==> config.mk <==
export PLATFORM = sky130hd
export DESIGN_NAME = pipelined_shifter
export DESIGN_NICKNAME = d
export VERILOG_FILES = /design/src/rtl/pipelined_shifter.sv
export SDC_FILE = /design/constraint.sdc
export NUM_CORES = 1
export LEC_CHECK = 0
export ABC_AREA = 1
export CORE_MARGIN = 10
export CORE_UTILIZATION = 30
export CTS_BUF_LIST = sky130_fd_sc_hd__clkbuf_4
export DETAILED_ROUTE_END_ITERATION = 8
export REMOVE_ABC_BUFFERS = 1
export SLEW_MARGIN = 25
export SYNTH_ARGS = -nofsm -noshare
export SYNTH_HDL_FRONTEND = slang
export SYNTH_SLANG_ARGS = --single-unit
==> constraint.sdc <==
create_clock -name clock -period 10.2 [get_ports clock]
set_clock_uncertainty 0.1 [all_clocks]
set_input_delay 1.53 -clock clock [delete_from_list [all_inputs] [get_ports clock]]
set_output_delay 1.53 -clock clock [all_outputs]
set_load 0.01 [all_outputs]
==> src/rtl/pipelined_shifter.sv <==
// ---------------------------------------------------------------------------
// pipelined_shifter
//
// Pipelined barrel shifter with valid/ready handshakes on both sides. Each
// pipeline stage k applies one shift layer of 2^k positions, gated by bit k
// of the shift amount. An opaque tag travels with every operation. Bubbles
// collapse: an empty stage always accepts from the stage behind it, even
// while the output is stalled.
//
// Parameters:
//   WIDTH    data width (power of two, >= 2)
//   TAG_W    width of the pass-through tag
//   SHAMT_W  log2(WIDTH), derived; also the pipeline depth LAT
//
// Ports:
//   clock      rising-edge clock
//   reset      asynchronous active-high reset, clears all pipeline state
//   in_valid   upstream presents an operation
//   in_ready   shifter accepts this cycle (low while reset is high)
//   in_data    operand
//   in_shamt   shift amount 0..WIDTH-1
//   in_op      00 SLL, 01 SRL, 10 SRA, 11 ROL
//   in_tag     carried unchanged to out_tag
//   out_valid  out_data/out_tag hold a result
//   out_ready  downstream accepts the result this cycle
//   out_data   shifted result (straight from the last stage register)
//   out_tag    tag of this result
//   busy       at least one stage holds a valid entry
// ---------------------------------------------------------------------------
module pipelined_shifter #(
    parameter  int WIDTH   = 32,
    parameter  int TAG_W   = 5,
    localparam int SHAMT_W = $clog2(WIDTH),
    localparam int LAT     = SHAMT_W
) (
    input  logic               clock,
    input  logic               reset,
    input  logic               in_valid,
    output logic               in_ready,
    input  logic [WIDTH-1:0]   in_data,
    input  logic [SHAMT_W-1:0] in_shamt,
    input  logic [1:0]         in_op,
    input  logic [TAG_W-1:0]   in_tag,
    output logic               out_valid,
    input  logic               out_ready,
    output logic [WIDTH-1:0]   out_data,
    output logic [TAG_W-1:0]   out_tag,
    output logic               busy
);

    typedef enum logic [1:0] {
        OP_SLL = 2'b00,
        OP_SRL = 2'b01,
        OP_SRA = 2'b10,
        OP_ROL = 2'b11
    } op_e;

    // One shift layer by a fixed distance s. For SRA the MSB is still the
    // original sign because earlier layers never change it.
    function automatic logic [WIDTH-1:0] shift_layer(input logic [WIDTH-1:0] d,
                                                     input op_e op,
                                                     input int s);
        logic [WIDTH-1:0] r;
        case (op)
            OP_SLL:  r = d << s;
            OP_SRL:  r = d >> s;
            OP_SRA:  r = $unsigned($signed(d) >>> s);
            default: r = (d << s) | (d >> (WIDTH - s));
        endcase
        return r;
    endfunction

    logic [LAT-1:0]     valid_q;
    logic [LAT-1:0]     adv;
    logic [WIDTH-1:0]   data_q [LAT];
    logic [TAG_W-1:0]   tag_q  [LAT];
    op_e                op_q   [LAT];
    // Stage k keeps only the shamt bits still to be applied, right-aligned.
    logic [SHAMT_W-1:0] sh_q   [LAT];

    // A stage may load when it is empty or when everything downstream of it
    // moves; the last stage moves when the output is empty or taken.
    always_comb begin
        // NOTE: every always_comb output gets a default first so no path can
        // leave it unassigned and infer a latch.
        adv          = '0;
        adv[LAT-1]   = !valid_q[LAT-1] || out_ready;
        for (int k = LAT - 2; k >= 0; k--) begin
            adv[k] = !valid_q[k] || adv[k+1];
        end
    end

    assign in_ready  = adv[0] && !reset;
    assign out_valid = valid_q[LAT-1];
    assign out_data  = data_q[LAT-1];
    assign out_tag   = tag_q[LAT-1];
    assign busy      = |valid_q;

    for (genvar k = 0; k < LAT; k++) begin : g_stage
        localparam int S = 1 << k;

        logic               v_in;
        logic [WIDTH-1:0]   d_in;
        op_e                op_in;
        logic [SHAMT_W-1:0] sh_in;
        logic [TAG_W-1:0]   t_in;
        logic [WIDTH-1:0]   d_shift;

        if (k == 0) begin : g_head
            assign v_in  = in_valid && in_ready;
            assign d_in  = in_data;
            assign op_in = op_e'(in_op);
            assign sh_in = in_shamt;
            assign t_in  = in_tag;
        end else begin : g_link
            assign v_in  = valid_q[k-1];
            assign d_in  = data_q[k-1];
            assign op_in = op_q[k-1];
            assign sh_in = sh_q[k-1];
            assign t_in  = tag_q[k-1];
        end

        assign d_shift = sh_in[0] ? shift_layer(d_in, op_in, S) : d_in;

        // NOTE: sequential state uses non-blocking assignments so every stage
        // samples its neighbour's pre-edge value.
        always_ff @(posedge clock or posedge reset) begin
            if (reset) begin
                valid_q[k] <= 1'b0;
                // NOTE: payload registers are reset too, because out_data and
                // out_tag are driven directly from them and must read zero
                // while reset is held.
                data_q[k]  <= '0;
                tag_q[k]   <= '0;
                op_q[k]    <= OP_SLL;
                sh_q[k]    <= '0;
            end else if (adv[k]) begin
                valid_q[k] <= v_in;
                // Payload loads only with a valid entry, so the output holds
                // its last result while out_valid is low.
                if (v_in) begin
                    data_q[k] <= d_shift;
                    tag_q[k]  <= t_in;
                    op_q[k]   <= op_in;
                    sh_q[k]   <= sh_in >> 1;
                end
            end
        end
    end

endmodule

# Yosys cells after proc, flatten, opt, wreduce, memory -nomap -nowiden
# Index checks and enable logic that the tools add are counted.
# word_totals
register_bits	208
inputBits	48
out_inout_bits	40
elab_cells	72
# op_classes
eq_ne	10
n_mux	10
bitwise	5
reduce_logical	24
# op_table
op	count
one-hot mux 32 bit (3 select lines)	5
2-to-1 mux 32 bit	5
bitwise OR 32 x 1 -> 32 bit	1
bitwise OR 32 x 16 -> 32 bit	1
bitwise OR 32 x 2 -> 32 bit	1
bitwise OR 32 x 4 -> 32 bit	1
bitwise OR 32 x 8 -> 32 bit	1
equality test 2 x 1 -> 1 bit (second input constant)	5
equality test 2 bit (second input constant)	5
zero test 2 bit	5
AND reduction 2 bit	5
zero test 1 bit	6
logical OR 1 bit	5
OR reduction 5 bit	1
logical AND 1 bit	2

# Logic depth before layout (Yosys ltp)
# Gate-level depths: netlist of run 1.
# logic_depth
word_depth	9
depth_mapped	9
ltp_nobuf	8

# Worst setup path before layout of run 1
# Ideal clock, no wire load.
# synth_path
path_type	input -> register
startpoint	input port reset
endpoint	register sh_q (netlist bit g_stage[1].sh_in[0])
arrival_time_ps	8284
required_time_ps	10006
slack_ps	1722
path_stages	4
path_cell_list	inv_1 -> clkbuf_1 -> nand4_1 -> nand2_1
# synth_between
elab_chain_cells	4
# synth_lines
item	line_no	rtl
start: declaration	37	input logic reset,
zero test 1 bit (no source line)	-	
logical AND 1 bit	93	assign in_ready = adv[0] && !reset;
logical AND 1 bit	110	assign v_in = in_valid && in_ready;
AND reduction 2 bit (no source line)	-	
end signal: indexed assignment	145	sh_q[k] <= sh_in >> 1;
end: declaration	79	logic [SHAMT_W-1:0] sh_q [LAT];
# Every way passes these cells.
# A chain may end at the register's enable or synchronous reset.

# Final worst setup path of run 1
# layout_path
startpoint	input port out_ready
endpoint	output port in_ready
# layout_between
elab_chain_cells	6
# layout_lines
item	line_no	rtl
start: declaration	45	input logic out_ready,
logical OR 1 bit	87	adv[LAT-1] = !valid_q[LAT-1] || out_ready;
logical OR 1 bit (4 in a row)	89	adv[k] = !valid_q[k] || adv[k+1];
logical AND 1 bit	93	
end: declaration	39	output logic in_ready,
# Every way passes these cells.

==> key figures, run 1 <==
Run status
  • Status: finished, final reports clean

Clock tree
  • CTS buffer count: 58
  • CTS tree: done
  • CTS Buffer Depth: 3
  • CTS Sinks: 208
  • Clock Latency Late Sink: 670 ps
  • CTS root buf: clkbuf_4
  • # hold bufs at CTS: 0
  • H-tree depth: 2
  • Worst-path clk slew: 50 ps
  • Post-CTS sizing: 0
  • Post CTS Setup Buffer Count: 0

Pwr
  • Comb pwr share: 32.5%
  • Leak: 6.534 nW
  • Clock Power Share: 24.8%
  • PwrDens: 230.3 nW/um^2
  • Peak supply drop: 0.08754 mV
  • Sw Ratio: 37.44%
  • Internal power: 1.874 mW
  • Psw: 1.121 mW
  • Design Power: 2.996 mW
  • Flop pwr share: 42.7%

Global routing
  • Vias in the first global route: 9652
  • Initial antenna violation count: 1
  • GRT Residual Overflow: 0
  • Largest net degree at the start of global routing: 88
  • GRT Total Usage: 12.66%
  • First-pass GRT wire length: 48.87 mm

Setup path
  • Delay of the slowest critical-path stage: 630 ps
  • Cells on worst reg2reg path: 5
  • Worst EP arrival: 3420 ps
  • R2R setup slack: 6740 ps
  • Crit-path most repeated cell: clkdlybuf4s50_1
  • Crit Path Class: input port to primary output
  • CP delay by family, top: buffers and inverters
  • CP Cell Sequence: clkdlybuf4s50_1 -> inv_1 -> nand4_2 -> nor2_4 -> a21oi_2 -> buf_4 -> clkdlybuf4s50_1
  • Bufs and invs on worst path: 4
  • Critical Path End Type: primary output
  • Critical R2R Launch: g_stage[3].sh_in[0]
  • CP Launch Type: input port
  • Max FO, Critical Path: 33
  • RR Endpoint: g_stage[4].d_in[25]
  • CP max stage cell: clkdlybuf4s50_1
  • Crit path required time: 8570 ps

Timing
  • Worst-Margin Slew: 982.7 ps
  • Final setup fails: 0
  • Final Critical Period: 5048 ps
  • TNS Setup: 0 ps
  • RSZ-0062 raised after global routing: false
  • Fin crit share: 49.49%
  • Max Fclk: 198.1 MHz
  • Max-slew headroom: 34.08%
  • Fin. Hold Viols: 0
  • Slew Limit Fails: 0

Yosys
  • Largest cells by area after synthesis: dfrtp_1 (46%), nand2_1 (19%), nand3_1 (8.1%), inv_1 (5.8%), a21oi_1 (4.5%)
  • Sequential share of the synthesized area: 46.50%
  • Warnings from Yosys: 0
  • Synthesized area: 11190 um^2
  • Syn Inst Count: 1562
  • Largest area contributor in the netlist: dfrtp_1
  • Unique masters post-synth: 31
  • Synth top area share: 46.50%
  • Syn Area/Cell: 7.167 um^2
  • Synth Register Bits: 208

Route
  • WL final: 28.81 mm
  • Wire length per cell: 13.60 um
  • Routed vias: 10171
  • Via density: 4.800
  • Drt pass-1 iters: 5
  • DRC violations left: 0
  • Initial DRC count: 735
  • Final ANT Viol Nets: 0

Hold path
  • Hold Path Origin: out_tag[4]
  • Hold path depth: 2
  • Hold Path Class: flip-flop to flip-flop
  • WHS Endpoint: out_tag[4]

Layout
  • Share of cells above drive strength 1: 7.030%
  • Number of nets in the layout: 1665
  • FILL cells: 3901
  • Area Overhead vs Synth: 16.21%
  • Final Non-Filler Cells: 2119
  • Finished Core Util: 35.45%

Floorplan
  • Die Span Y: 213.2 um
  • Die area: 45440 um^2
  • Initial Util: 30.50%
  • Site row count: 70
  • Die width: 213.2 um
  • Top Ports: 88
  • Core Region: 36700 um^2

Place
  • Final Wtd Congestion: 0.8336
  • Count of input and output buffers: 87
  • Dpl cells: 2025
  • Post-DP HPWL: 19.60 mm

Flow run
  • Max_cap viols: 0
power groups by stage:
| stage | sequential (mW) | clock, mW | combinational, mW |
|---|---|---|---|
| 2_1_floorplan | 1.28 | 0 | 0.584 |
| 3_3_place_gp | 1.29 | 0 | 0.963 |
| 3_5_place_dp | 1.29 | 0 | 0.977 |
| 6_report | 1.28 | 0.741 | 0.975 |
| 4_1_cts | 1.28 | 0.768 | 0.984 |
| 5_1_grt | 1.32 | 0.810 | 1.12 |
logic make-up (layout without fill, tap and decap cells):
kind of cell / after synthesis / in the layout / synth area share (%)
simple gates: 800 / 800 / 29.53
flops: 208 / 208 / 46.50
xor+xnor: 1 / 1 / 0.07825
buf+inv: 281 / 369 / 10.13
compound gates: 272 / 272 / 13.77
other cells: 0 / 1 / 0
registers in the layout (all words and copies together), names as in the netlist:
register	flops
out_valid	1
g_stage.d_in	128
g_stage.t_in	20
g_stage.op_in	8
out_data	32
out_tag	5
g_stage.sh_in	10
g_stage.v_in	4
metal layers:
metal	up-vias	part of all wire (%)	global-route usage (%)
met4	0	1.7	3.667
met1	4697	50	18.31
li1	5170	-	-
met2	261	43	18.59
met3	43	5.4	2.566
met5	-	0	0
Yosys cell counts:
cell      instances
nor2_4            2
clkbuf_2          1
nand2_2           3
a31oi_2           1
nand3_2           1
buf_1            13
clkinv_1          2
nor3_1            1
dfrtp_1         208
nand3_1         181
a21oi_1         100
o21ai_0          96
or2_2             1
clkbuf_1         45
buf_6             1
inv_2             4
nand4_1          11
o211ai_1         28
a31oi_1           3
nand2_1         565
a22oi_1          37
xor2_1            1
inv_1           173
nand4_2           1
nor2_2            3
buf_2            35
a21oi_2           1
buf_4             7
o22ai_1           2
o21ai_1           4
nor2_1           31
metrics by stage:
step / hold slack, ps / worst slack (ps) / area (um^2)
floorplan: 342.2 / 1512 / 10730
global placement: 359.8 / 5197 / 12280
detailed placement: 360.1 / 5149 / 12280
CTS: 375.2 / 5136 / 12990
global route: 395.7 / 5010 / 13010
finish: 367.8 / 5152 / 13010
worst max-delay path by stage:
| stage | endpoint | cells after the start | from | slack (ps) |
|---|---|---|---|---|
| 6_report | in_ready | 7 | out_ready | 5150 |
| 5_1_grt | in_ready | 7 | out_ready | 5010 |
| 4_1_cts | in_ready | 7 | out_ready | 5140 |
| 3_5_place_dp | in_ready | 7 | out_ready | 5150 |
| 3_3_place_gp | in_ready | 7 | out_ready | 5200 |
| 2_1_floorplan | g_stage[1].op_in[0] | 4 | reset | 1510 |
final cells by class:
type / instances / area (um^2) / area share, %
Tap cell: 468 / 585.6 / 4.501
Multi-Input combinational cell: 1073 / 4881 / 37.52
Clock inverter: 14 / 111.4 / 0.8560
Timing Repair Buffer: 97 / 949.7 / 7.300
Clock buffer: 79 / 593.1 / 4.559
Inverter: 179 / 679.4 / 5.223
Antenna cell: 1 / 2.502 / 0.01924
Sequential cell: 208 / 5206 / 40.02
cell usage in the layout, fill, tap and decap left out, drive strengths merged:
master,count
inv,177
nor3,1
bufinv,2
o211ai,28
buf,10
clkdlybuf4s50,87
nand2,568
a22oi,37
diode,1
a31oi,4
nor2,36
a21oi,101
dfrtp,208
or2,1
clkinv,14
xor2,1
nand3,182
clkbuf,79
o21ai,100
nand4,12
o22ai,2
worst register-to-register path, cell delays in order, from the launching register on:
cell      delay, ps
dfrtp_1         880
clkinv_1       1020
a31oi_1         970
o21ai_0         210
nand2_1         120
nand2_1          50
(Power assumes the default switching activity.)
==> inputs of run 2 (changes only) <==
- clock period: 10.2 -> 5.2 ns (I/O delays scaled with it)
==> key figures, run 2 (same netlist as run 1, synthesis figures left out) <==
Floorplan
  • Core Region: 36700 um^2 (unchanged)
  • Die Span Y: 213.2 um (unchanged)
  • Top Ports: 88 (unchanged)
  • Initial Util: 30.50% (unchanged)
  • Die width: 213.2 um (unchanged)
  • Die area: 45440 um^2 (unchanged)
  • Site row count: 70 (unchanged)

Timing
  • Final WS setup: 1479 ps (was 5152 ps)
  • Max Fclk: 268.8 MHz
  • Final setup fails: 0 (unchanged)
  • Max-slew headroom: 32.42% (was 34.08%)
  • Fin. Hold Viols: 0 (unchanged)
  • Final Critical Period: 3721 ps
  • Fin crit share: 71.55%
  • Slew Limit Fails: 0 (unchanged)
  • Worst-Margin Slew: 1011 ps (was 982.7 ps)
  • RSZ-0062 raised after global routing: false (unchanged)

Global routing
  • Vias in the first global route: 9737 (was 9652)
  • GRT Total Usage: 12.67% (was 12.66%)
  • Initial antenna violation count: 1 (unchanged)
  • Largest net degree at the start of global routing: 176 (was 88)
  • First-pass GRT wire length: 48.94 mm (was 48.87 mm)
  • GRT Residual Overflow: 0 (unchanged)

Place
  • Post-DP HPWL: 19.55 mm (was 19.60 mm)
  • Final Wtd Congestion: 0.8246 (was 0.8336)
  • Placed cell areas: 12300 um^2 (was 12280 um^2)
  • Count of input and output buffers: 87 (unchanged)
  • Setup WS pre-CTS: 1432 ps (was 5149 ps)

Layout
  • Multi-input combinational cell area: 4878 um^2 (was 4881 um^2)
  • Share of cells above drive strength 1: 6.890% (was 7.030%)
  • Finished Core Util: 35.22% (was 35.45%)
  • Most common cell after layout, fill and taps aside: nand2_1 (unchanged)
  • Final Instance Area: 12920 um^2 (was 13010 um^2)
  • Number of nets in the layout: 1664 (was 1665)
  • Area Overhead vs Synth: 15.46% (was 16.21%)
  • Register area: 5206 um^2 (unchanged)
  • Commonest non-fill, non-tap cells in the layout: nand2_1 (563), dfrtp_1 (207), nand3_1 (181), inv_1 (172), a21oi_1 (100) (was nand2_1 (562), dfrtp_1 (207), nand3_1 (181), inv_1 (172), a21oi_1 (100))
  • Max reg flops: 128 (unchanged)
  • FILL cells: 3926 (was 3901)

Flow run
  • Max_cap viols: 0 (unchanged)

Setup path
  • Crit path required time: 4320 ps (was 8570 ps)
  • Delay of the slowest critical-path stage: 680 ps (was 630 ps)
  • Critical Path End Type: primary output (unchanged)
  • CP Cell Sequence: clkdlybuf4s50_1 -> inv_1 -> nand4_2 -> nor2_4 -> a21oi_2 -> clkdlybuf4s50_1 (was clkdlybuf4s50_1 -> inv_1 -> nand4_2 -> nor2_4 -> a21oi_2 -> buf_4 -> clkdlybuf4s50_1)
  • Crit-path most repeated cell: clkdlybuf4s50_1 (unchanged)
  • Crit Path Class: input port to primary output (unchanged)
  • Worst EP arrival: 2840 ps (was 3420 ps)
  • Max FO, Critical Path: 11 (was 33)
  • CP max stage cell: clkdlybuf4s50_1 (unchanged)
  • CP Launch Type: input port (unchanged)

Pwr
  • Leak: 6.492 nW (was 6.534 nW)
  • PwrDens: 442.2 nW/um^2 (was 230.3 nW/um^2)
  • Peak supply drop: 0.1320 mV (was 0.08754 mV)

Clock tree
  • Clock Latency Late Sink: 660 ps (was 670 ps)
  • Worst-path clk slew: 60 ps (was 50 ps)
  • CTS buffer count: 55 (was 58)
  • Post-CTS sizing: 0 (unchanged)
  • CTS Sinks: 208 (unchanged)
  • # hold bufs at CTS: 0 (unchanged)
  • Post CTS Setup Buffer Count: 0 (unchanged)
  • CTS tree: done (unchanged)
  • CTS Buffer Depth: 3 (unchanged)
  • CTS root buf: clkbuf_4 (unchanged)
  • H-tree depth: 2 (unchanged)

Route
  • Wire length per cell: 13.65 um (was 13.60 um)
  • Final ANT Viol Nets: 0 (unchanged)
  • WL final: 28.78 mm (was 28.81 mm)
  • Via density: 4.819 (was 4.800)
  • Initial DRC count: 802 (was 735)
  • Routed vias: 10163 (was 10171)
  • Drt pass-1 iters: 5 (unchanged)
  • DRC violations left: 0 (unchanged)

Run status
  • Status: finished, final reports clean (unchanged)

Hold path
  • Hold Path Class: flip-flop to flip-flop (unchanged)
[run 2: changes by cell type in the layout (fill, tap and decap cells not counted)]
cell | before | now
clkinv_1 | 12 | 4
clkbuf_4 | 79 | 76
buf_4 | 9 | 11
bufinv_16 | 2 | 0
buf_12 | 0 | 1
buf_6 | 1 | 0
clkinvlp_4 | 0 | 1
nand2_1 | 562 | 563
nand2_2 | 6 | 5
[run 2: path summary, 6_finish.rpt]
check / start / end / slack, ps / depth (start not counted)
worst max-delay path: out_ready / in_ready / 1480 / 6
worst min-delay path: g_stage[2].sh_in[2] / g_stage[3].sh_in[1] / 360 / 2
worst max register to register: g_stage[3].sh_in[0] / g_stage[4].d_in[25] / 2640 / 6
worst min register to register: g_stage[2].sh_in[2] / g_stage[3].sh_in[1] / 360 / 2
max in group asynchronous: reset / g_stage[4].sh_in[0] / 3240 / 3
min in group asynchronous: reset / g_stage[1].t_in[1] / 470 / 2
[run 2: power breakdown]
| group | total [mW] | switching (mW) | leakage, nW | internal [mW] |
|---|---|---|---|---|
| Sequential | 2.51 | 0.385 | 2.56 | 2.13 |
| Clock | 1.28 | 0.622 | 0.361 | 0.657 |
| Combinational | 1.92 | 1.16 | 3.57 | 0.763 |
[run 2: metrics by stage]
stage	setup TNS, ps	power (mW)	std cells	hold slack [ps]
after floorplan	-454500	3.649	1460	342.2
final	0	5.715	2109	361.5
after global placement	0	4.417	2027	354.9
after CTS	0	5.783	2108	361.1
after global routing	0	6.205	2109	393.6
after detailed placement	0	4.460	2027	351.7
[run 2: layer usage]
metal	up-vias	wire length (um)	track usage, %
met2	276	12460	18.78
met5	-	0	0
met3	38	1578	2.331
met4	0	444	3.764
met1	4695	14300	18.29
li1	5154	-	-
[run 2: critical path: cells and delay by family]
family          cells  cell delay, ps
compound gates      1             600
simple gates        2             200
buf+inv             3            1250
[run 2: final cells by class]
type	instances	share of cell area, %
sequential	208	40.28
multi-input combinational	1073	37.74
timing repair buffer	99	7.531
inverter	179	5.257
tap	468	4.530
clock buffer	76	4.414
clock inverter	5	0.2227
antenna	1	0.01936
==> inputs of run 3 (changes only) <==
- clock period: 5.2 -> 3.75 ns (I/O delays scaled with it)
==> key figures, run 3 (same netlist as run 1, synthesis figures left out) <==
Timing
  • Fin crit share: 81.63%
  • Worst-Margin Slew: 959.7 ps (was 1011 ps)
  • Min Hold Slack: 221.0 ps (was 361.5 ps)
  • RSZ-0062 raised after global routing: false (unchanged)
  • Max Fclk: 326.7 MHz
  • Final setup fails: 0 (unchanged)
  • Max-slew headroom: 35.87% (was 32.42%)
  • Fin. Hold Viols: 0 (unchanged)
  • Final Critical Period: 3061 ps
  • Slew Limit Fails: 0 (unchanged)

Floorplan
  • Initial Util: 30.50% (unchanged)
  • Top Ports: 88 (unchanged)
  • Core Region: 36700 um^2 (unchanged)
  • Die area: 45440 um^2 (unchanged)
  • Site row count: 70 (unchanged)
  • Die Span Y: 213.2 um (unchanged)
  • Die width: 213.2 um (unchanged)

Setup path
  • Critical R2R Launch: g_stage[4].v_in (was g_stage[3].sh_in[0])
  • Crit Path Class: input port to primary output (unchanged)
  • Worst EP arrival: 2400 ps (was 2840 ps)
  • Crit path required time: 3090 ps (was 4320 ps)
  • Max FO, Critical Path: 6 (was 11)
  • R2R setup slack: 1480 ps (was 2640 ps)
  • CP Launch Type: input port (unchanged)
  • Crit path to: in_ready (unchanged)
  • RR Endpoint: g_stage[1].d_in[21] (was g_stage[4].d_in[25])
  • Critical Path End Type: primary output (unchanged)
  • Cells on worst reg2reg path: 6 (unchanged)
  • Crit path launch: out_ready (unchanged)

Global routing
  • First-pass GRT wire length: 49.71 mm (was 48.94 mm)
  • Largest net degree at the start of global routing: 137 (was 176)
  • GRT Residual Overflow: 0 (unchanged)
  • Vias in the first global route: 9926 (was 9737)
  • GRT Total Usage: 12.88% (was 12.67%)
  • Initial antenna violation count: 1 (unchanged)

Place
  • Count of input and output buffers: 87 (unchanged)
  • Post-DP HPWL: 19.90 mm (was 19.55 mm)
  • Final Wtd Congestion: 0.8174 (was 0.8246)
  • Placed cell areas: 12360 um^2 (was 12300 um^2)

Layout
  • Max reg flops: 128 (unchanged)
  • FILL cells: 3908 (was 3926)
  • Area Overhead vs Synth: 16.98% (was 15.46%)
  • Share of cells above drive strength 1: 7.817% (was 6.890%)
  • Most common cell after layout, fill and taps aside: nand2_1 (unchanged)
  • Final Instance Area: 13100 um^2 (was 12920 um^2)
  • Commonest non-fill, non-tap cells in the layout: nand2_1 (563), dfrtp_1 (208), nand3_1 (181), inv_1 (172), a21oi_1 (100) (was nand2_1 (563), dfrtp_1 (207), nand3_1 (181), inv_1 (172), a21oi_1 (100))
  • Finished Core Util: 35.68% (was 35.22%)
  • Number of nets in the layout: 1672 (was 1664)

Route
  • Wire length per cell: 13.64 um (was 13.65 um)
  • Via density: 4.797 (was 4.819)
  • WL final: 29.07 mm (was 28.78 mm)
  • Routed vias: 10228 (was 10163)
  • Initial DRC count: 745 (was 802)
  • Drt pass-1 iters: 5 (unchanged)
  • Final ANT Viol Nets: 0 (unchanged)
  • DRC violations left: 0 (unchanged)

Clock tree
  • # hold bufs at CTS: 0 (unchanged)
  • Post-CTS sizing: 0 (unchanged)
  • CTS Sinks: 208 (unchanged)
  • CTS tree: done (unchanged)
  • CTS root buf: clkbuf_4 (unchanged)
  • Post CTS Setup Buffer Count: 0 (unchanged)
  • H-tree depth: 2 (unchanged)
  • Clock Latency Late Sink: 670 ps (was 660 ps)
  • Worst-path clk slew: 60 ps (about the same)
  • CTS buffer count: 56 (was 55)
  • CTS Buffer Depth: 3 (unchanged)

Pwr
  • Design Power: 8.179 mW (was 5.715 mW)
  • Peak supply drop: 0.2276 mV (was 0.1320 mV)
  • PwrDens: 624.6 nW/um^2 (was 442.2 nW/um^2)
  • Leak: 6.595 nW (was 6.492 nW)

Flow run
  • Max_cap viols: 0 (unchanged)

Run status
  • Status: finished, final reports clean (unchanged)

Hold path
  • Hold Path Class: input port to asynchronous set/reset pin (was flip-flop to flip-flop)
==> run 3: changes by cell type in the layout (fill, tap and decap cells not counted) <==
| cell | delta |
|---|---|
| inv_2 | +1 |
| clkinv_1 | +5 |
| buf_4 | +7 |
| bufinv_16 | +1 |
| dfrtp_2 | -1 |
| clkbuf_4 | +10 |
| clkinv_4 | -1 |
| dfrtp_1 | +1 |
==> run 3: power breakdown <==
part,internal [mW],switching (mW)
Clock,1.10,0.902
Combinational,1.07,1.68
Sequential,2.95,0.468
Total,5.12,3.05
==> run 3: layer usage <==
metal | up-vias | global-route usage, % | routed length, um
met4 | 0 | 3.887 | 397
met1 | 4771 | 18.39 | 14710
met2 | 245 | 19.40 | 12550
li1 | 5181 | - | -
met3 | 31 | 2.258 | 1409
met5 | - | 0 | 0
==> run 3: area by class of cell <==
type	count	area, um^2	share of cell area [%]
clock inverters	11	72.57	0.5542
inverters	179	679.4	5.188
clock buffers	86	645.6	4.930
multi-input cells	1073	4878	37.25
repair buffers	106	1026	7.835
flip-flops and latches	208	5205	39.75
well taps	468	585.6	4.472
diodes	1	2.502	0.01911
==> run 3: critical path: stages <==
cell	delay (ps)
clkdlybuf4s50_1	500
inv_1	80
nand4_2	130
nor2_4	70
a21oi_2	420
clkdlybuf4s50_1	640
==> run 3: worst min-delay path by stage <==
stage | slack (ps) | endpoint | cells after the start
2_1_floorplan | 340 | g_stage[1].sh_in[1] | 2
3_3_place_gp | 360 | g_stage[1].sh_in[2] | 2
3_5_place_dp | 360 | g_stage[1].t_in[3] | 2
4_1_cts | 160 | g_stage[1].v_in | 2
5_1_grt | 190 | g_stage[1].v_in | 2
6_report | 220 | g_stage[1].v_in | 2
==> run 3: through the flow <==
stage                     worst slack, ps  std cells  setup TNS [ps]
final                               688.8       2132               0
after global routing                498.1       2132               0
after floorplan                     -3970       1460         -765090
after CTS                           538.9       2131               0
after global placement              596.3       2034               0
after detailed placement            607.4       2034               0
